<file path="config.mk">
export PLATFORM = sky130hd
export DESIGN_NAME = sk6812_frame_sched
export DESIGN_NICKNAME = d
export VERILOG_FILES = /design/src/rtl/sk6812_pkg.sv /design/src/rtl/sk6812_pixel_buf.sv /design/src/rtl/sk6812_frame_sched.sv
export SDC_FILE = /design/constraint.sdc
export NUM_CORES = 1
export LEC_CHECK = 0
export BUFFER_PORTS_ARGS = -buffer_cell sky130_fd_sc_hd__clkbuf_2
export CAP_MARGIN = 20
export CORE_UTILIZATION = 35
export CTS_CLUSTER_SIZE = 20
export DETAILED_ROUTE_END_ITERATION = 7
export GPL_ROUTABILITY_DRIVEN = 0
export PLACE_DENSITY_LB_ADDON = 0.3
export REMOVE_ABC_BUFFERS = 1
export SKIP_LAST_GASP = 1
export SLEW_MARGIN = 20
export SYNTH_ARGS = -nofsm -noshare
export SYNTH_HDL_FRONTEND = slang
export SYNTH_SLANG_ARGS = --single-unit
</file>
<file path="constraint.sdc">
create_clock -name clk -period 3.6 [get_ports clk]
set_clock_uncertainty 0.1 [all_clocks]
set_input_delay 0.36 -clock clk [delete_from_list [all_inputs] [get_ports clk]]
set_output_delay 0.36 -clock clk [all_outputs]
set_load 0.005 [all_outputs]
</file>
<file path="src/rtl/sk6812_pkg.sv">
// Shared definitions for the SK6812 frame scheduler.
// Holds the pixel word width, the GRB field offsets, the scheduler state
// encoding, the default latch length, and a width helper.
package sk6812_pkg;

  localparam int unsigned GRB_W = 24;

  // MSB position of each colour byte inside a GRB word.
  localparam int unsigned G_MSB = 23;
  localparam int unsigned R_MSB = 15;
  localparam int unsigned B_MSB = 7;

  // More than 80 us of low line at 12 MHz.
  localparam int unsigned LATCH_CYCLES_DEF = 1000;

  typedef enum logic [1:0] {
    IDLE,
    LOAD,
    SEND,
    LATCH
  } sched_state_e;

  // Counter width able to hold 0..n-1; never less than one bit.
  function automatic int unsigned clog2_min1(input int unsigned n);
    return (n > 1) ? $clog2(n) : 1;
  endfunction

endpackage

</file>
<file path="src/rtl/sk6812_pixel_buf.sv">
// Pixel store for the SK6812 chain: one GRB word per LED.
// Optional macro SK6812_DBUF_EN selects front/back buffering.
// Ports:
//   clk, rst_n      - clock, asynchronous active-low reset (clears all words)
//   wr_en           - accepted host write
//   wr_addr, wr_grb - write address / data; addresses >= NUM_LEDS are dropped
//   copy            - copy back buffer to front buffer (SK6812_DBUF_EN only)
//   rd_idx, rd_grb  - combinational readout by LED index
module sk6812_pixel_buf
  import sk6812_pkg::*;
#(
  parameter int unsigned NUM_LEDS = 2,
  parameter int unsigned AW       = 8,
  parameter int unsigned IW       = 1
) (
  input  logic             clk,
  input  logic             rst_n,
  input  logic             wr_en,
  input  logic [AW-1:0]    wr_addr,
  input  logic [GRB_W-1:0] wr_grb,
  input  logic             copy,
  input  logic [IW-1:0]    rd_idx,
  output logic [GRB_W-1:0] rd_grb
);

  // Host-facing words; this is the only buffer in the single-buffer build.
  logic [GRB_W-1:0] back_q [NUM_LEDS];

  // Out-of-range addresses match no entry, so they fall away here.
  always_ff @(posedge clk or negedge rst_n) begin
    if (!rst_n) begin
      for (int i = 0; i < NUM_LEDS; i++) begin
        back_q[i] <= '0;
      end
    end else if (wr_en) begin
      for (int i = 0; i < NUM_LEDS; i++) begin
        if (wr_addr == AW'(i)) begin
          back_q[i] <= wr_grb;
        end
      end
    end
  end

`ifdef SK6812_DBUF_EN
  logic [GRB_W-1:0] front_q [NUM_LEDS];

  // Copy samples back_q before any same-cycle write lands, so that write
  // only appears in the following frame.
  always_ff @(posedge clk or negedge rst_n) begin
    if (!rst_n) begin
      for (int i = 0; i < NUM_LEDS; i++) begin
        front_q[i] <= '0;
      end
    end else if (copy) begin
      for (int i = 0; i < NUM_LEDS; i++) begin
        front_q[i] <= back_q[i];
      end
    end
  end

  assign rd_grb = front_q[rd_idx];
`else
  logic unused_copy;
  assign unused_copy = copy;

  assign rd_grb = back_q[rd_idx];
`endif

endmodule

</file>
<file path="src/rtl/sk6812_frame_sched.sv">
// SK6812 frame scheduler: stores host pixels and, on frame_req, streams
// them in address order to the bit serializer, then holds the line idle
// for LATCH_CYCLES before signalling frame_done.
// Optional macro SK6812_DBUF_EN: front/back buffers, host writes never stall.
// Ports:
//   clk, rst_n                 - clock, asynchronous active-low reset
//   wr_valid/wr_ready          - host write handshake
//   wr_addr, wr_grb            - LED index and GRB word ([23:16]=G,[15:8]=R,[7:0]=B)
//   frame_req                  - one-cycle refresh request
//   busy                       - frame in progress (through the latch gap)
//   frame_done                 - one-cycle pulse at end of latch gap
//   px_valid/px_ready          - pixel handshake to the serializer
//   px_data, px_last           - pixel word and final-pixel flag
module sk6812_frame_sched
  import sk6812_pkg::*;
#(
  parameter int unsigned NUM_LEDS     = 2,
  parameter int unsigned AW           = 8,
  parameter int unsigned LATCH_CYCLES = LATCH_CYCLES_DEF
) (
  input  logic             clk,
  input  logic             rst_n,
  input  logic             wr_valid,
  output logic             wr_ready,
  input  logic [AW-1:0]    wr_addr,
  input  logic [GRB_W-1:0] wr_grb,
  input  logic             frame_req,
  output logic             busy,
  output logic             frame_done,
  output logic             px_valid,
  input  logic             px_ready,
  output logic [GRB_W-1:0] px_data,
  output logic             px_last
);

  localparam int unsigned IW = clog2_min1(NUM_LEDS);
  localparam int unsigned CW = clog2_min1(LATCH_CYCLES);

  localparam logic [IW-1:0] LastIdx  = IW'(NUM_LEDS - 1);
  localparam logic [CW-1:0] LatchTop = CW'(LATCH_CYCLES - 1);

  sched_state_e     state_q, state_d;
  logic [IW-1:0]    idx_q, idx_d;
  logic [CW-1:0]    cnt_q, cnt_d;
  logic             pend_q, pend_d;
  logic             busy_q, busy_d;
  logic             done_q, done_d;
  logic             pvalid_q, pvalid_d;
  logic [GRB_W-1:0] pdata_q, pdata_d;
  logic             plast_q, plast_d;

  logic             copy;
  logic             wr_en;
  logic [GRB_W-1:0] rd_grb;

`ifdef SK6812_DBUF_EN
  assign wr_ready = 1'b1;
`else
  assign wr_ready = (state_q == IDLE);
`endif

  assign wr_en = wr_valid & wr_ready;

  sk6812_pixel_buf #(
    .NUM_LEDS (NUM_LEDS),
    .AW       (AW),
    .IW       (IW)
  ) u_pixel_buf (
    .clk     (clk),
    .rst_n   (rst_n),
    .wr_en   (wr_en),
    .wr_addr (wr_addr),
    .wr_grb  (wr_grb),
    .copy    (copy),
    .rd_idx  (idx_q),
    .rd_grb  (rd_grb)
  );

  always_comb begin
    state_d  = state_q;
    idx_d    = idx_q;
    cnt_d    = cnt_q;
    pend_d   = pend_q;
    busy_d   = busy_q;
    done_d   = 1'b0;
    pvalid_d = pvalid_q;
    pdata_d  = pdata_q;
    plast_d  = plast_q;
    copy     = 1'b0;

    // Requests during a frame coalesce into a single pending refresh.
    if (frame_req && (state_q != IDLE)) begin
      pend_d = 1'b1;
    end

    unique case (state_q)
      IDLE: begin
        if (frame_req) begin
          idx_d   = '0;
          copy    = 1'b1;
          state_d = LOAD;
        end
      end

      LOAD: begin
        pdata_d  = rd_grb;
        plast_d  = (idx_q == LastIdx);
        pvalid_d = 1'b1;
        busy_d   = 1'b1;
        state_d  = SEND;
      end

      SEND: begin
        if (px_ready) begin
          pvalid_d = 1'b0;
          if (plast_q) begin
            cnt_d   = LatchTop;
            state_d = LATCH;
          end else begin
            idx_d   = idx_q + IW'(1);
            state_d = LOAD;
          end
        end
      end

      LATCH: begin
        if (cnt_q == '0) begin
          done_d = 1'b1;
          // A request arriving on this very cycle is folded into the restart
          // so it cannot be left pending while the scheduler sits in IDLE.
          if (pend_q || frame_req) begin
            pend_d  = 1'b0;
            idx_d   = '0;
            copy    = 1'b1;
            state_d = LOAD;
          end else begin
            busy_d  = 1'b0;
            state_d = IDLE;
          end
        end else begin
          cnt_d = cnt_q - CW'(1);
        end
      end

      default: state_d = IDLE;
    endcase
  end

  always_ff @(posedge clk or negedge rst_n) begin
    if (!rst_n) begin
      state_q  <= IDLE;
      idx_q    <= '0;
      cnt_q    <= '0;
      pend_q   <= 1'b0;
      busy_q   <= 1'b0;
      done_q   <= 1'b0;
      pvalid_q <= 1'b0;
      pdata_q  <= '0;
      plast_q  <= 1'b0;
    end else begin
      state_q  <= state_d;
      idx_q    <= idx_d;
      cnt_q    <= cnt_d;
      pend_q   <= pend_d;
      busy_q   <= busy_d;
      done_q   <= done_d;
      pvalid_q <= pvalid_d;
      pdata_q  <= pdata_d;
      plast_q  <= plast_d;
    end
  end

  assign busy       = busy_q;
  assign frame_done = done_q;
  assign px_valid   = pvalid_q;
  assign px_data    = pdata_q;
  assign px_last    = plast_q;

endmodule

</file>
Word level (Yosys, flattened, before mapping) --
Cells that the tools add are included.
Cells by class: $add $sub $neg 2, magnitude comparators 1, equal/unequal tests 12, muxes and demuxes 30, bitwise logic cells 2, reductions and logical operators 17
Operators by type and width (count):
- 24-bit two-way mux | 3
- 10-bit two-way mux | 3
- 10-bit one-hot mux with 2 select lines | 1
- 1-bit two-way mux | 15
- 2-bit inequality test (second input constant) | 7
- 10-bit zero test | 1
- 10-bit by 1-bit subtractor with 10-bit output (second input constant) | 1
- 8-bit by 1-bit == test with 1-bit output (second input constant) | 1
- 8-bit zero test | 1
- 2-bit two-way mux | 4
- 2-bit one-hot mux with 4 select lines | 1
- 2-bit nonzero test | 4
- 2-bit AND reduction | 3
- 3-bit AND reduction | 2
- 6-bit AND reduction | 1
- 2-bit == test (second input constant) | 2
- 1-bit one-hot mux with 2 select lines | 2
- 4-bit AND reduction | 1
- 1-bit one-hot mux with 3 select lines | 1
- 3-bit nonzero test | 1
- 2-bit by 1-bit == test with 1-bit output (second input constant) | 1
- 2-bit >= comparator (second input constant) | 1
- 2-bit zero test | 1
- 2-bit by 1-bit inequality test with 1-bit output (second input constant) | 1
- other kinds (5) | 5
Storage, ports and cells: bits in registers 90, input port bits 37, output and inout port bits 29, word-level logic and storage cells 75

Depth between registers and ports, before layout --
Gate-level depths: netlist of run 1.
depth in word-level cells 6, mapped depth 6, mapped depth without buffers 6

Cells and area by module --
From an unflattened synthesis of run 1, not the netlist that was laid out.
Second synthesis, totals: cells, all modules 299, area total of the unflattened synthesis 4172.8 um^2
By module, submodules not included:
- sk6812_pixel_buf | instances 1, cells each 133, area an instance 2205.9 um^2, sequential area each 1201.2 um^2
- sk6812_frame_sched | instances 1, cells each 166, area an instance 1966.9 um^2, sequential area each 1051.0 um^2

Least setup slack after synthesis of run 1 --
Ideal clock, no wire load.
kind register -> register, from register cnt_q[6], to register cnt_q[9], library setup time 124 ps, arrival time 1698 ps, required time 3376 ps, slack 1678 ps, cell stages (with the launch flop) 4, period minus slack after synthesis 1922 ps, cell sequence dfrtp_1 or4_1 or4_4 a211o_1
On the way: word-level cells in the longest chain between the ends 3, elaborated cells on any way between the ends 6, classes of those cells add/sub (1); eq/ne (1); mux (2); reduce/logical (2)
RTL lines:
- start: declaration | RTL line sk6812_frame_sched.sv:44 | logic [CW-1:0] cnt_q, cnt_d;
- start signal: assignment | RTL line sk6812_frame_sched.sv:163 | cnt_q <= cnt_d;
- 10-bit by 1-bit subtractor with 10-bit output / 10-bit zero test (equally long branches) | RTL line sk6812_frame_sched.sv:141, sk6812_frame_sched.sv:127
- 10-bit two-way mux / 2-bit inequality test (equally long branches)
- 10-bit one-hot mux with 2 select lines / 4-bit AND reduction (equally long branches)
Parallel ways exist; a longest one is shown, timed or not. The select of a mux whose other input is x is not followed. A chain may end at the register's enable or synchronous reset.

Worst setup path in the final report of run 1 --
from register cnt_q[0], to register cnt_q[7]
Same word-level chain as after synthesis.

==> results of run 1 <==
-- critical path, stage by stage, from the launching register on --
cell and delay (ps):
dfrtp_1 410, inv_1 70, ha_1 170, nor3b_1 410, nand3_1 280, nand3_1 150, or3b_1 350
-- Yosys cell counts, drive strengths merged (3+ instances only) --
master  count
buf         7
nand2      34
nor3        5
nor2        8
nand3       5
clkbuf      7
o21ai      27
nor3b       3
and3        5
mux2i      26
inv         7
dfrtp      90
mux2       49
a21oi      10
-- timing repair --
| action | CTS | global route |
|---|---|---|
| gates resized for setup | 0 | 0 |
| hold buffers | 1 | 0 |
| hold endpoints to repair | 25 | 0 |
-- placed cells by master, fill, tap and decap left out, drive strengths merged, types with 3 or more instances in the layout --
master	Yosys	layout
nand2	34	34
mux2i	26	26
clkbuf	7	74
o21ai	27	27
nor2	8	8
inv	7	10
dfrtp	90	90
clkinv	0	3
nor3b	3	3
and3	5	5
nand3	5	5
nor3	5	5
mux2	49	49
buf	7	5
a21oi	10	10
-- final timing paths --
check	slack, ps	depth (start not counted)	from	to
min in group asynchronous	350	2	rst_n	cnt_q[9]
max	1560	6	cnt_q[0]	cnt_q[7]
max reg2reg	1560	6	cnt_q[0]	cnt_q[7]
min reg2reg	390	2	px_data[4]	px_data[4]
max in group asynchronous	2260	3	rst_n	u_pixel_buf.back_q[0]
min	140	2	wr_grb[4]	u_pixel_buf.back_q[4]
-- layout make-up --
cell class                 count  area share
inverter                       7     0.00589
sequential                    90       0.505
tap                          136      0.0381
multi-input combinational    197       0.329
timing repair buffer          70      0.0824
clock buffer                  10      0.0286
clock inverter                 6      0.0109
-- per-layer routing --
| layer | share of wire | global-route usage | routed length (um) | vias up |
|---|---|---|---|---|
| met1 | 0.46 | 0.178 | 3490 | 1251 |
| met2 | 0.47 | 0.232 | 3510 | 59 |
| met4 | 0.010 | 0.0387 | 76 | 0 |
| met5 | 0 | 0 | 0 | - |
| met3 | 0.058 | 0.0466 | 434 | 7 |
| li1 | - | - | - | 1222 |
-- power groups by stage --
stage,sequential (mW),clock (mW),combinational (mW)
final,1.17,0.627,0.236
after floorplan,1.16,0,0.159
after global routing,1.19,0.688,0.266
after detailed placement,1.19,0,0.238
after CTS,1.17,0.654,0.240
after global placement,1.19,0,0.229
-- registers in the layout, indices dropped and copies added (netlist names) --
| register | flops |
|---|---|
| px_last | 1 |
| frame_done | 1 |
| u_pixel_buf.back_q | 48 |
| idx_q | 1 |
| px_valid | 1 |
| state_q | 2 |
| cnt_q | 10 |
| px_data | 24 |
| pend_q | 1 |
| busy | 1 |
-- kinds of logic (layout without fill, tap and decap cells) --
family,Yosys count,count (layout),synth area share
AOI/OAI and AO/OA,46,46,0.0671
xor gates and xnor gates,1,1,0.00230
and+or+nand+nor,74,74,0.0993
muxes,75,75,0.213
DFF,90,90,0.592
buffers and inverters,21,93,0.0227
adders and majority gates,1,1,0.00329
-- metrics by stage --
stage	hold slack (ps)	total power [mW]	setup slack, ps
3_3_place_gp	208	1.42	1590
3_5_place_dp	208	1.43	1570
6_report	137	2.04	1560
4_1_cts	120	2.07	1560
2_1_floorplan	-35.6	1.32	1330
5_1_grt	130	2.14	1400
==> results.py, run 1 <==
metrics = {
    "run_status": {
        "status": "completed",
    },
    "hold_path": {
        "hold_class": "in2reg",
    },
    "die": {
        "core_mm2": 0.0104,
        "die_x_um": 106,
        "initial_core_util": 0.365,
        "die_area_mm2": 0.0113,
        "die-height_um": 106,
        "num_rows": 37,
        "ios": 66,
    },
    "pwr": {
        "combPwrFrac": 0.116,
        "ir_drop_mv": 0.259,
        "p_int_mw": 1.45,
        "powerDensity_mw_per_mm2": 456,
        "p_seq_frac": 0.577,
        "p_sw_mw": 0.585,
        "swShare": 0.287,
        "p_leak_nw": 2.24,
        "p_clk_frac": 0.308,
    },
    "clock_tree": {
        "post_cts.repair.setup_buffers": 0,
        "cts_tree": "built",
        "root_buffer": "clkbuf_8",
        "htree_levels": 3,
        "cts.sinks": 90,
        "clock_latency_ps": 350,
        "cts_buffers": 9,
        "clk_pin_slew_ps": 100,
        "cts_buffer_depth": 2,
    },
    "place": {
        "place_area_mm2": 0.00428,
        "dp.final_hpwl_um": 5060,
        "dpl.cell_count": 499,
        "port_buffers": 65,
    },
    "worst_setup_path": {
        "crit_path_end_kind": "register",
        "critPathRequiredTime_ps": 3740,
        "critPathArrivalTime_ps": 2180,
        "worstSetupPathType": "reg2reg",
        "path_max_fanout": 6,
        "start_kind": "register",
    },
    "timing": {
        "fmax_mhz": 489,
        "slew_violations": 0,
        "period_needed_ps": 2040,
        "slew_headroom": 0.438,
        "setup_viol": 0,
        "setup_tns_ps": 0,
        "rsz0062_at_grt": "no",
        "worstMarginPinSlew_ps": 840,
        "fin_crit_sh": 0.567,
        "hold_violations": 0,
    },
    "finish": {
        "multi_input_area_mm2": 0.00147,
        "fin_area_mm2": 0.00446,
        "register_area_mm2": 0.00225,
        "diodes": 0,
        "synthToLayoutAreaGrowth_pct": 17.3,
        "drive_gt1_frac": 0.355,
        "nFillCells": 1026,
        "nNetsFinal": 413,
        "finish.utilization": 0.428,
        "stdcell_count": 516,
    },
    "synthesis": {
        "synth_seq_cells": 90,
        "synthCells": 308,
        "yosysTopAreaCellShare": 0.592,
        "synth-seq-area-share": 0.592,
        "netlist_area_mm2": 0.00380,
        "syn_avg_cell_area_um2": 12.4,
        "synthTopCellsByArea": "dfrtp_1, mux2_2, mux2i_1, o21ai_0, nand2_1",
        "yosys.area.top_type": "dfrtp_1",
        "synth_flop_cell": "dfrtp_1",
        "ys_warn_count": 0,
        "synth_edf_count": 0,
        "synth_cell_types": 40,
        "synth_async_sr_flop_share": 1.00,
    },
    "job": {
        "drv_cap": 0,
    },
    "route": {
        "firstDrtPassIters": 4,
        "num_vias": 2539,
        "ant_nets": 0,
        "routed_wire_length_per_instance_um": 14.6,
        "drt_iter0_drc": 84,
        "drt-total-wl_um": 7510,
        "drc": 0,
        "avgViaCountPerCell": 4.92,
    },
    "grt": {
        "grt_max_degree": 50,
        "grt_pass1_wl_um": 12300,
        "antenna_found_initial": 0,
        "grt_pass1_vias": 2551,
        "grt_use_total": 0.141,
        "gr-total-overflow": 0,
    },
}
Note: power is estimated with default switching activity, not from simulation.
==> run 2: changes to the inputs <==
--- a/config.mk
+++ b/config.mk
@@ -5,6 +5,7 @@
 export SDC_FILE = /design/constraint.sdc
 export NUM_CORES = 1
 export LEC_CHECK = 0
+export ABC_AREA = 1
 export BUFFER_PORTS_ARGS = -buffer_cell sky130_fd_sc_hd__clkbuf_2
 export CAP_MARGIN = 20
 export CORE_UTILIZATION = 35
==> constraint.sdc (replaced) <==
create_clock -name clk -period 2.1 [get_ports clk]
set_clock_uncertainty 0.1 [all_clocks]
set_input_delay 0.21 -clock clk [delete_from_list [all_inputs] [get_ports clk]]
set_output_delay 0.21 -clock clk [all_outputs]
set_load 0.005 [all_outputs]
==> run 2 against run 1 <==
Compared with the run above: synthesized cell count is 45% higher; clock power is 150% higher; non-clock buffer count is 5 higher; largest power group unchanged; cell count is 28% higher; sequential power is 48% higher; largest cell class unchanged; hold slack worse by 130 ps; worst setup slack worse by 1200 ps; critical path type unchanged; design area is 6.1% higher.
==> results.py, run 2 <==
metrics = {
    "route": {
        "drc": 0,
        "drt_iter0_drc": 137,
        "wl_met2_um": 4140,
        "ant_nets": 0,
        "wl_met3_um": 408,
        "met1_length_um": 4120,
        "drt-total-wl_um": 8780,
        "num_vias": 3125,
        "highest_layer": "met4",
        "routed_wire_length_per_instance_um": 13.3,
        "firstDrtPassIters": 4,
        "avgViaCountPerCell": 4.75,
    },
    "worst_setup_path": {
        "crit_end": "cnt_q[1]",
        "crit_path_end_kind": "register",
        "worstSetupPathType": "reg2reg",
        "critPathRequiredTime_ps": 2230,
        "critPathArrivalTime_ps": 1920,
        "cp_cell_sequence": "inv_1, ha_1, nand2_2, nor2_4, nand2_4, nand2_4, nand2_4, nand2_1, o21ai_2",
        "start_kind": "register",
        "reg2reg_depth": 9,
        "cp_common_cell": "nand2_4",
        "rr_endpoint": "cnt_q[1]",
        "path_max_fanout": 12,
        "timing.critical_path.from": "cnt_q[0]",
        "rr_startpoint": "cnt_q[0]",
        "rrSetupSlack_ps": 310,
        "cp_slowest_cell": "dfrtp_1",
        "cpPeakStageDelay_ps": 390,
    },
    "synthesis": {
        "synth_cell_types": 27,
        "ys_warn_count": 0,
        "synth.top_cells.by_count": "nand2_1, dfrtp_1, a21oi_1",
        "synth_seq_cells": 90,
        "synth_async_sr_flop_share": 1.00,
        "synth_flop_cell": "dfrtp_1",
        "yosys.area.top_type": "dfrtp_1",
        "netlist_area_mm2": 0.00399,
        "yosysMostFrequentCell": "nand2_1",
        "yosysTopAreaCellShare": 0.564,
        "syn_avg_cell_area_um2": 8.91,
        "synthTopCellsByArea": "dfrtp_1, nand2_1, a21oi_1, o21ai_1, inv_1",
        "synthCells": 448,
        "synth_edf_count": 0,
        "synth-seq-area-share": 0.564,
    },
    "clock_tree": {
        "cts_tree": "built",
        "cts.sinks": 90,
        "cts_buffers": 9,
        "post_cts.repair.setup_buffers": 0,
        "cts_buffer_depth": 2,
        "clock_latency_ps": 340,
        "root_buffer": "clkbuf_16",
        "clk_pin_slew_ps": 70,
        "htree_levels": 3,
        "cts_resized": 0,
    },
    "timing": {
        "period_needed_ps": 1790,
        "setup_viol": 0,
        "fmax_mhz": 559,
        "slew_headroom": 0.621,
        "worstMarginPinSlew_ps": 568,
        "setup_tns_ps": 0,
        "slew_violations": 0,
        "rsz0062_at_grt": "no",
        "fin_crit_sh": 0.853,
        "hold_violations": 0,
    },
    "finish": {
        "top_register": "u_pixel_buf.back_q",
        "layout_common_cells": "nand2_1, dfrtp_1, clkbuf_2, a21oi_1, inv_1",
        "drive_gt1_frac": 0.226,
        "synthToLayoutAreaGrowth_pct": 18.6,
        "nFillCells": 1104,
        "final_common_cell": "nand2_1",
        "multi_input_area_mm2": 0.00142,
        "nNetsFinal": 551,
        "largest_register_ff_count": 48,
        "register_area_mm2": 0.00225,
        "diodes": 0,
    },
    "die": {
        "ios": 66,
        "die_x_um": 109,
        "die_area_mm2": 0.0118,
        "die-height_um": 109,
        "core_mm2": 0.0110,
        "initial_core_util": 0.364,
        "num_rows": 38,
    },
    "grt": {
        "gr-total-overflow": 0,
        "grt_max_degree": 49,
        "grt_pass1_vias": 3077,
        "grt_use_total": 0.163,
        "antenna_found_initial": 0,
        "grt_pass1_wl_um": 14800,
    },
    "place": {
        "dp.final_hpwl_um": 5510,
        "port_buffers": 65,
    },
    "run_status": {
        "status": "completed",
    },
    "pwr": {
        "ir_drop_mv": 0.389,
        "p_leak_nw": 2.43,
        "power_mw": 3.38,
        "powerDensity_mw_per_mm2": 713,
    },
    "job": {
        "drv_cap": 0,
    },
    "hold_path": {
        "hold_class": "in2reg",
    },
}
run 2: cell count changes after synthesis, moves of 7 or more:
cell,before,now
o21ai_0,26,10
nand2_1,34,104
inv_1,7,41
buf_6,0,7
a21oi_1,10,48
mux2i_1,26,0
mux2_2,44,0
nand3_1,5,18
o21ai_2,0,13
o21ai_1,1,36
nor2_1,7,39
run 2: area by class of cell:
type / count / share of cell area
clock buffer: 9 / 0.0476
clock inverter: 7 / 0.0129
inverter: 44 / 0.0378
multi-input combinational: 293 / 0.299
sequential: 90 / 0.476
tap: 140 / 0.0370
timing repair buffer: 75 / 0.0898
run 2: critical path, delay by kind of cell, from the launching register on:
kind,cells,cell delay [ps]
AND/OR/NAND/NOR,6,710
flip-flops,1,390
adder cells (fa/ha/maj),1,290
buffers and inverters,1,130
AO/OA/AOI/OAI,1,50
run 2: metal layers:
metal,up-vias,track usage
met3,12,0.0377
met5,-,0
met2,73,0.265
met1,1471,0.214
met4,0,0.0550
li1,1569,-
run 2: worst min-delay path by stage:
| stage | depth (start not counted) | start | endpoint |
|---|---|---|---|
| 6_report | 3 | wr_grb[11] | u_pixel_buf.back_q[35] |
| 5_1_grt | 3 | wr_grb[5] | u_pixel_buf.back_q[29] |
| 4_1_cts | 3 | wr_grb[11] | u_pixel_buf.back_q[35] |
| 3_5_place_dp | 1 | rst_n | cnt_q[8] |
| 3_3_place_gp | 1 | rst_n | cnt_q[9] |
| 2_1_floorplan | 0 | rst_n | busy |
run 2: repair_timing:
action	in CTS	in global routing
hold buffers	4	0
endpoints found under the hold margin	36	0
setup endpoints to repair	0	0
run 2: report_power, final:
part	internal [mW]	switching (mW)
Combinational	0.0388	0.0613
Clock	0.827	0.716
Sequential	1.73	0.0000000000000000248
run 2: metrics by stage:
stage | worst slack (ps) | hold WS [ps] | area (um2) | util | std cells
after global placement | 401 | 108 | 4410 | 0.401 | 638
final | 310 | 9.43 | 4740 | 0.431 | 658
after floorplan | 259 | -186 | 3850 | - | 427
after CTS | 305 | 0.290 | 4740 | 0.431 | 658
after detailed placement | 317 | 117 | 4410 | 0.401 | 638
after global routing | 187 | 15.0 | 4740 | 0.431 | 658
run 2: logic make-up (layout without fill, tap and decap cells):
| logic type | count (synthesis) | count (layout) | share of synthesized area |
|---|---|---|---|
| AO/OA/AOI/OAI | 109 | 109 | 0.150 |
| XOR/XNOR | 2 | 2 | 0.00439 |
| adder cells (fa/ha/maj) | 1 | 1 | 0.00313 |
| buffers and inverters | 65 | 135 | 0.0809 |
| flip-flops | 90 | 90 | 0.564 |
| AND/OR/NAND/NOR | 181 | 181 | 0.198 |
==> run 3: changes to the inputs <==
--- a/config.mk
+++ b/config.mk
@@ -5,7 +5,6 @@
 export SDC_FILE = /design/constraint.sdc
 export NUM_CORES = 1
 export LEC_CHECK = 0
-export ABC_AREA = 1
 export BUFFER_PORTS_ARGS = -buffer_cell sky130_fd_sc_hd__clkbuf_2
 export CAP_MARGIN = 20
 export CORE_UTILIZATION = 35
==> run 3 against run 2 <==
Compared with the run above: register-to-register slack lost 170 ps; critical endpoint is now cnt_q[9]; sequential cell count is the same; cell count fell by 17%; largest power group unchanged; design area grew 1.1%; sequential share of layout area is 0.47 points lower.
==> results.py, run 3 (same netlist as run 1, synthesis figures left out) <==
metrics = {
    "timing": {
        "setup_viol": 0,
        "worstMarginPinSlew_ps": 498,
        "fmax_mhz": 509,
        "worst_slack_ps": 135,
        "slew_violations": 0,
        "period_needed_ps": 1960,
        "fin_crit_sh": 0.936,
        "rsz0062_at_grt": "no",
        "holdWs_ps": 13.5,
        "setup_tns_ps": 0,
        "slew_headroom": 0.668,
        "hold_violations": 0,
    },
    "route": {
        "avgViaCountPerCell": 4.84,
        "ant_nets": 0,
        "num_vias": 2633,
        "highest_layer": "met4",
        "drt_iter0_drc": 88,
        "routed_wire_length_per_instance_um": 14.1,
        "firstDrtPassIters": 4,
        "drc": 0,
        "drt-total-wl_um": 7660,
        "wl_met2_um": 3530,
        "wl_met3_um": 372,
        "met1_length_um": 3660,
    },
    "worst_setup_path": {
        "crit_path_end_kind": "register",
        "path_max_fanout": 5,
        "rr_startpoint": "cnt_q[6]",
        "rrSetupSlack_ps": 140,
        "reg2reg_depth": 3,
        "cp_cell_sequence": "or4_1, or4_4, a211o_1",
        "start_kind": "register",
        "critPathArrivalTime_ps": 2110,
        "critPathRequiredTime_ps": 2240,
        "cpPeakStageDelay_ps": 520,
        "cp_slowest_cell": "or4_1",
        "rr_endpoint": "cnt_q[9]",
        "worstSetupPathType": "reg2reg",
    },
    "hold_path": {
        "min_from": "wr_grb[22]",
        "min_delay_path_depth": 2,
        "hold_class": "in2reg",
        "min_to": "u_pixel_buf.back_q[22]",
    },
    "grt": {
        "grt_max_degree": 91,
        "grt_pass1_vias": 2662,
        "antenna_found_initial": 0,
        "grt_use_total": 0.150,
        "grt_pass1_wl_um": 13000,
        "gr-total-overflow": 0,
    },
    "place": {
        "port_buffers": 65,
        "place_ws_ps": 118,
        "dp.final_hpwl_um": 5140,
        "dpl.cell_count": 505,
        "place_area_mm2": 0.00437,
    },
    "job": {
        "drv_cap": 0,
    },
    "pwr": {
        "p_leak_nw": 2.37,
        "powerDensity_mw_per_mm2": 743,
        "power_mw": 3.56,
        "ir_drop_mv": 0.372,
    },
    "die": {
        "die-height_um": 106,
        "die_x_um": 106,
        "core_mm2": 0.0104,
        "ios": 66,
        "num_rows": 37,
        "die_area_mm2": 0.0113,
        "initial_core_util": 0.365,
    },
    "finish": {
        "diodes": 0,
        "fin_area_mm2": 0.00479,
        "largest_register_ff_count": 48,
        "finish.utilization": 0.459,
        "nFillCells": 963,
        "top_register": "u_pixel_buf.back_q",
        "stdcell_count": 544,
        "drive_gt1_frac": 0.350,
        "layout_common_cells": "dfrtp_1, clkbuf_2, mux2_2, nand2_1",
        "nNetsFinal": 441,
        "synthToLayoutAreaGrowth_pct": 25.8,
        "final_common_cell": "dfrtp_1",
    },
    "clock_tree": {
        "cts_buffers": 9,
        "cts.sinks": 90,
        "cts_buffer_depth": 2,
        "cts_tree": "built",
        "clock_latency_ps": 350,
        "htree_levels": 3,
        "post_cts.repair.setup_buffers": 0,
        "root_buffer": "clkbuf_8",
        "clk_pin_slew_ps": 80,
    },
    "run_status": {
        "status": "completed",
    },
}
-- run 3: cell types whose count changed in the layout (fill, tap and decap cells not counted), moves of 26 or more --
cell	before	now
nand2_1	104	33
mux2_2	0	44
a21oi_1	48	10
o21ai_1	36	1
inv_1	41	7
nor2_1	39	7
mux2i_1	0	26
-- run 3: timing repair --
item                       CTS  global route
hold buffers                22             1
hold endpoints to repair   129             1
setup endpoints to repair    0             1
gates resized for setup      0             1
-- run 3: power by group --
| part | internal, mW | switching, mW |
|---|---|---|
| clock network | 0.462 | 0.599 |
| registers | 1.83 | 0.124 |
| logic | 0.279 | 0.265 |
| total | 2.57 | 0.988 |
-- run 3: worst max-delay path by stage --
stage,slack [ps],to,from
final,140,cnt_q[9],cnt_q[6]
after global routing,80,cnt_q[9],cnt_q[6]
after CTS,100,cnt_q[6],cnt_q[0]
after detailed placement,120,cnt_q[6],cnt_q[0]
after global placement,150,cnt_q[9],cnt_q[6]
after floorplan,-130,u_pixel_buf.back_q[12],state_q[0]
-- run 3: layout make-up --
class / instances / area [um2] / area share
Sequential cell: 90 / 2250 / 0.471
Multi-Input combinational cell: 197 / 1470 / 0.308
Timing Repair Buffer: 98 / 683 / 0.143
Tap cell: 136 / 170 / 0.0356
Clock buffer: 10 / 138 / 0.0288
Clock inverter: 6 / 41.3 / 0.00863
Inverter: 7 / 26.3 / 0.00549
-- run 3: routing by layer --
metal,up-vias,track usage
li1,1277,-
met1,1292,0.197
met2,55,0.239
met3,9,0.0399
met4,0,0.0476
met5,-,0
-- run 3: worst max-delay path: cells and delay by family, from the launching register on --
kind            cells  cell delay [ps]
simple gates        2             1040
flops               1              420
compound gates      1              300
